**config.mk**
```make
export PLATFORM = sky130hd
export DESIGN_NAME = booth_encoder_seq
export DESIGN_NICKNAME = d
export VERILOG_FILES = /design/src/rtl/booth_pkg.sv /design/src/rtl/booth_r8_enc.sv /design/src/rtl/booth_encoder_seq.sv
export SDC_FILE = /design/constraint.sdc
export NUM_CORES = 1
export LEC_CHECK = 0
export ABC_AREA = 1
export CAP_MARGIN = 20
export CORE_MARGIN = 2
export CORE_UTILIZATION = 45
export DETAILED_ROUTE_END_ITERATION = 8
export PLACE_DENSITY = 0.73
export SYNTH_ARGS = -nofsm -noshare
export SYNTH_HDL_FRONTEND = slang
export SYNTH_SLANG_ARGS = --single-unit
```
**constraint.sdc**
```tcl
create_clock -name clk -period 4.26 [get_ports clk]
set_input_delay 0.639 -clock clk [delete_from_list [all_inputs] [get_ports clk]]
set_output_delay 0.639 -clock clk [all_outputs]
set_load 0.02 [all_outputs]
```
**src/rtl/booth_pkg.sv**
```systemverilog
// Shared radix-8 Booth digit encodings, used by the recoder and the downstream
// partial-product selector.
package booth_pkg;

  localparam int BOOTH_N_BITS = 24;

  // [4] = negate, [3:0] = one-hot magnitude (1X, 2X, 3X, 4X)
  typedef logic [4:0] booth_enc_t;

  localparam booth_enc_t ENC_ZERO = 5'b00000;
  localparam booth_enc_t ENC_P1   = 5'b00001;
  localparam booth_enc_t ENC_P2   = 5'b00010;
  localparam booth_enc_t ENC_P3   = 5'b00100;
  localparam booth_enc_t ENC_P4   = 5'b01000;
  localparam booth_enc_t ENC_N1   = 5'b10001;
  localparam booth_enc_t ENC_N2   = 5'b10010;
  localparam booth_enc_t ENC_N3   = 5'b10100;
  localparam booth_enc_t ENC_N4   = 5'b11000;

endpackage

```
**src/rtl/booth_r8_enc.sv**
```systemverilog
// Radix-8 Booth digit recoder: maps a 4-bit window {b2,b1,b0,b-1} to the
// signed digit -4*b2 + 2*b1 + b0 + b-1.
module booth_r8_enc
  import booth_pkg::*;
(
  input  logic [3:0] grp,
  output booth_enc_t enc
);

  // Window-to-digit table; zero is encoded with a clear sign bit.
  always_comb begin
    enc = ENC_ZERO;
    case (grp)
      4'b0000, 4'b1111: enc = ENC_ZERO;
      4'b0001, 4'b0010: enc = ENC_P1;
      4'b0011, 4'b0100: enc = ENC_P2;
      4'b0101, 4'b0110: enc = ENC_P3;
      4'b0111:          enc = ENC_P4;
      4'b1000:          enc = ENC_N4;
      4'b1001, 4'b1010: enc = ENC_N3;
      4'b1011, 4'b1100: enc = ENC_N2;
      4'b1101, 4'b1110: enc = ENC_N1;
      default:          enc = ENC_ZERO;
    endcase
  end

endmodule

```
**src/rtl/booth_encoder_seq.sv**
```systemverilog
// Sequential radix-8 Booth recoder: accepts an unsigned multiplier and streams
// one signed digit per downstream handshake, least significant group first.
module booth_encoder_seq
  import booth_pkg::*;
#(
  parameter int N_BITS = BOOTH_N_BITS
) (
  input  logic              clk,
  input  logic              rst,
  input  logic              in_valid,
  output logic              in_ready,
  input  logic [N_BITS-1:0] in_y,
  output logic              out_valid,
  input  logic              out_ready,
  output logic [4:0]        out_enc,
  output logic [3:0]        out_idx,
  output logic              out_last
);

  localparam int         N_GROUPS = (N_BITS + 1 + 2) / 3;
  localparam int         SR_W     = N_BITS + 4;
  localparam logic [3:0] LAST_IDX = 4'(N_GROUPS - 1);
  localparam logic [0:0] IDLE     = 1'b0;
  localparam logic [0:0] BUSY     = 1'b1;

  logic [0:0]      state_r, state_nxt_s;
  logic [SR_W-1:0] sr_r, sr_nxt_s;
  logic [3:0]      idx_r, idx_nxt_s;
  logic            busy_s, last_s, fire_s, accept_s;
  booth_enc_t      enc_s;

  booth_r8_enc u_enc (
    .grp (sr_r[3:0]),
    .enc (enc_s)
  );

  assign busy_s   = (state_r == BUSY);
  assign last_s   = busy_s && (idx_r == LAST_IDX);
  assign fire_s   = busy_s && out_ready;
  // Final handshake frees the slot in the same cycle for zero-bubble reloads.
  assign in_ready = !busy_s || (out_ready && last_s);
  assign accept_s = in_valid && in_ready;

  assign out_valid = busy_s;
  assign out_enc   = enc_s;
  assign out_idx   = idx_r;
  assign out_last  = last_s;

  // Next-state: load on accept, shift one group per handshake, clear on exit.
  always_comb begin
    state_nxt_s = state_r;
    sr_nxt_s    = sr_r;
    idx_nxt_s   = idx_r;
    if (accept_s) begin
      state_nxt_s = BUSY;
      sr_nxt_s    = {3'b000, in_y, 1'b0};
      idx_nxt_s   = 4'd0;
    end else if (fire_s && last_s) begin
      state_nxt_s = IDLE;
      sr_nxt_s    = {SR_W{1'b0}};
      idx_nxt_s   = 4'd0;
    end else if (fire_s) begin
      sr_nxt_s    = {3'b000, sr_r[SR_W-1:3]};
      idx_nxt_s   = idx_r + 4'd1;
    end else begin
      state_nxt_s = state_r;
    end
  end

  // State registers; reset empties the shift register so nothing stale leaks out.
  always_ff @(posedge clk or posedge rst) begin
    if (rst) begin
      state_r <= IDLE;
      sr_r    <= {SR_W{1'b0}};
      idx_r   <= 4'd0;
    end else begin
      state_r <= state_nxt_s;
      sr_r    <= sr_nxt_s;
      idx_r   <= idx_nxt_s;
    end
  end

endmodule

```
==> results.env <==
TIMING.CRITICAL_PATH.REQUIRED_PS=3620
CRIT_PATH_CELL_TRACE='clkdlybuf4s50_1 > nand3_4 > nand2_4 > clkdlybuf4s50_1'
SYNTH_SEQ_AREA_SHARE=0.4196
TOTALNEGATIVESETUPSLACK_PS=0
CAP_VIOL_MAX_COUNT=0
PREDOMINANT_POST_SYNTHESIS_FLOP_CELL='sky130_fd_sc_hd__dfrtp_1'
TIMING.CLOCK.SKEW_PS=3.308
START_KIND='primary input'
ITERATION_0_DRC_COUNT_OF_THE_DETAILED_ROUTER=60
HOLD_PATH.CLASS='reg2reg'
DRT.ANTENNA.VIOLATING_NETS=0
UNREPAIRED_SETUP_ENDPOINTS_AFTER_GLOBAL_ROUTING='false'
FINAL_AREA_UM2=2282
NUMBER_OF_VIAS_IN_THE_ROUTED_LAYOUT=1597
TRITONCTS_CLOCK_TREE='done'
DIE-HEIGHT_UM=67.06
VIA_PER_INST=5.038
YOSYS.CELL_TYPES.COUNT=23
CRITICAL-PATH-MAX-STAGE-DELAY_PS=660
CLOCK_INSERTION_DELAY_WORST_SKEW_PS=290
CRITICAL_PATH.MOST_COMMON_CELL='sky130_fd_sc_hd__clkdlybuf4s50_1'
SLEW-LIMIT-HEADROOM=0.5367
YOSYS.CELL_COUNT.TOP_TYPE='sky130_fd_sc_hd__nand2_1'
DIE_W_UM=67.06
WL_PER_CELL_UM=11.98
POST_CTS_RESIZE_COUNT=0
POWER.DENSITY_nW_PER_UM2=551.2
SYNTH_TOP_CELLS_BY_COUNT='sky130_fd_sc_hd__nand2_1, sky130_fd_sc_hd__dfrtp_1, sky130_fd_sc_hd__nand3_1, sky130_fd_sc_hd__o211ai_1, sky130_fd_sc_hd__inv_1'
CP_DATA_ARRIVAL_TIME_PS=2460
FMAXACHIEVABLE_GHz=0.3222
SYNTH_LARGEST_AREA_CELL='sky130_fd_sc_hd__dfrtp_1'
POWER_LEAKAGE_nW=1.157
SYN_INST_COUNT=234
CTS_ROOT_BUFFER='sky130_fd_sc_hd__clkbuf_8'
PORT_BUFFERS=39
NUMBER_OF_PINS_EXCEEDING_THEIR_MAX_SLEW_LIMIT_IN_THE_FINAL_REPORT=0
FINALNETCOUNT=300
COUNT_OF_FLIP_FLOPS_WITH_A_BUILT_IN_ENABLE_AFTER_SYNTHESIS=0
YOSYSTOPAREACELLSHARE=0.4196
GRT_MAX_DEGREE=29
CRITICAL_PATH.MAX_FANOUT=27
PERIOD_SHARE=0.7286
WORST-SLEW-PIN-TRANSITION_PS=692.3
MAX-VDD-IR-DROP_uV=257.4
CTS_HTREE_LEVELS=2
HOLDBUFCOUNTCTS=0
PLACE_CONGESTION=0.8384
CRITICAL-PATH-SLOWEST-CELL='sky130_fd_sc_hd__clkdlybuf4s50_1'
DESIGN.PORTCOUNT=40
LAYOUT.CORE_UTILIZATION=0.6096
FIRST_GLOBAL_VIAS=1599
WIRELENGTH_MM=3.799
CTS.REPAIR_TIMING.SETUP_BUFFER_COUNT=0
NETLIST_TOP_CELLS_AREA='sky130_fd_sc_hd__dfrtp_1, sky130_fd_sc_hd__nand2_1, sky130_fd_sc_hd__o211ai_1'
DR.PASS1.ITERS=4
PLACEABLECOREAREA_UM2=3744
DRIVE_GT1_FRAC=0.09294
CRIT_TYPE='in2out'
DPL-INSTANCE-AREA_UM2=2157
FINAL_HOLD_VIOL_COUNT=0
ANTENNA_DIODE_COUNT=0
CTS_MADE_BUFFERS=5
STATUS='complete, no violations'
POST_SYNTH_INSTANCE_AREA_UM2=1789
SETUP_VIOLATIONS_FINAL=0
END_KIND='primary output'
PATH_CLK_SLEW_PS=60
SYN_TO_FINAL_GROWTH_PCT=27.55
STD_CELL_ROWS=22
ANTENNA_VIOLATIONS_BEFORE_REPAIR=0
YOSYS_WARNINGS=0
INITIAL_UTILIZATION=0.4779
HOLD_WS_PS=480.7
CP_NUM_BUF_INV=2
PERIOD_MINUS_SLACK_PS=3104
SYNTHARSTFLOPSHARE=1.000
DETAILEDPLACEMENTHPWL_MM=2.506
AVGSYNTHCELLAREA_UM2=7.646
FLIP_FLOP_AND_LATCH_COUNT_AFTER_SYNTHESIS=30
SYN-NUM-NETS=266
GRT_FIRST_PASS_WIRELENGTH_MM=6.699
CPLARGESTDELAYFAMILY='buffers and inverters'
GLOBAL_ROUTE.OVERFLOW_TOTAL=0
DRC=0
CLOCK_SINK_COUNT=30
FULL_DIE_AREA_UM2=4496
GLOBALROUTETOTALUTIL=0.1999
CLOCK_PATH_BUFFERS=2
[cells by family (layout without fill, tap and decap cells)]
| logic type | Yosys count | count (layout) | synth area share |
|---|---|---|---|
| compound gates | 30 | 30 | 0.1196 |
| xor+xnor | 1 | 1 | 0.004896 |
| fa+ha+maj | 4 | 4 | 0.02797 |
| buf+inv | 28 | 63 | 0.08391 |
| flops | 30 | 30 | 0.4196 |
| simple gates | 141 | 141 | 0.3441 |
[sequential cells by signal (all words and copies together), names as in the netlist]
signal	cells
sr_r	25
out_valid	1
out_idx	4
[layer usage]
metal,global-route usage,up-vias,wire length (um)
met5,0,-,0
met4,0.07653,0,63
met3,0.06419,7,167
met2,0.3366,32,1815
met1,0.2346,725,1753
li1,-,833,-
[layout make-up]
class | instances | area [um^2]
flip-flops and latches | 30 | 750.7
inverters | 12 | 45.04
clock buffers | 8 | 110.1
fillers | 380 | 1461
well taps | 48 | 60.06
repair buffers | 43 | 427.9
multi-input cells | 176 | 888.4
[metrics by stage]
stage	power, mW	setup WS [ps]	std cells
after floorplan	0.8155	2374	234
after global placement	0.9802	1186	308
after detailed placement	0.9918	1164	308
after CTS	1.270	1160	316
after global routing	1.364	1070	317
final	1.258	1156	317
[report_power, final]
part	internal, mW	switching, mW
Clock	0.163	0.109
Combinational	0.233	0.301
Sequential	0.381	0.0704
[worst paths after layout]
path,startpoint,end,slack [ps],cells past startpoint
setup / recovery,out_ready,in_ready,1160,4
hold / removal,sr_r[4]$_DFFE_PP0P_,sr_r[4]$_DFFE_PP0P_,480,2
setup reg to reg,out_valid$_DFFE_PP0P_,out_idx[0]$_DFFE_PP0P_,2250,5
hold reg to reg,sr_r[4]$_DFFE_PP0P_,sr_r[4]$_DFFE_PP0P_,480,2
max in group asynchronous,rst,out_valid$_DFFE_PP0P_,2960,4
min in group asynchronous,rst,sr_r[0]$_DFFE_PP0P_,680,2
[worst reg2reg max path: cells and delay by family, from the launching register on]
| kind | cells | cell delay (ps) |
|---|---|---|
| AO/OA/AOI/OAI | 2 | 860 |
| buffers and inverters | 2 | 600 |
| flip-flops | 1 | 360 |
| AND/OR/NAND/NOR | 1 | 70 |
[placed cells by master (no fill, tap or decap)]
master,instances
sky130_fd_sc_hd__buf_4,3
sky130_fd_sc_hd__or2_2,1
sky130_fd_sc_hd__nand3_2,5
sky130_fd_sc_hd__nor3_1,2
sky130_fd_sc_hd__nand3_4,1
sky130_fd_sc_hd__buf_8,1
sky130_fd_sc_hd__clkbuf_8,8
sky130_fd_sc_hd__clkdlybuf4s50_1,39
sky130_fd_sc_hd__nor2_1,7
sky130_fd_sc_hd__xor2_1,1
sky130_fd_sc_hd__inv_1,9
sky130_fd_sc_hd__o21ai_4,1
sky130_fd_sc_hd__ha_1,4
sky130_fd_sc_hd__nand2_1,102
sky130_fd_sc_hd__nand3_1,21
sky130_fd_sc_hd__a21oi_1,4
sky130_fd_sc_hd__nand2_4,1
sky130_fd_sc_hd__o211ai_1,21
sky130_fd_sc_hd__dfrtp_1,30
sky130_fd_sc_hd__o21ai_0,4
sky130_fd_sc_hd__inv_2,3
sky130_fd_sc_hd__nand2_2,1
No activity file was read; power rests on OpenSTA's default activity.
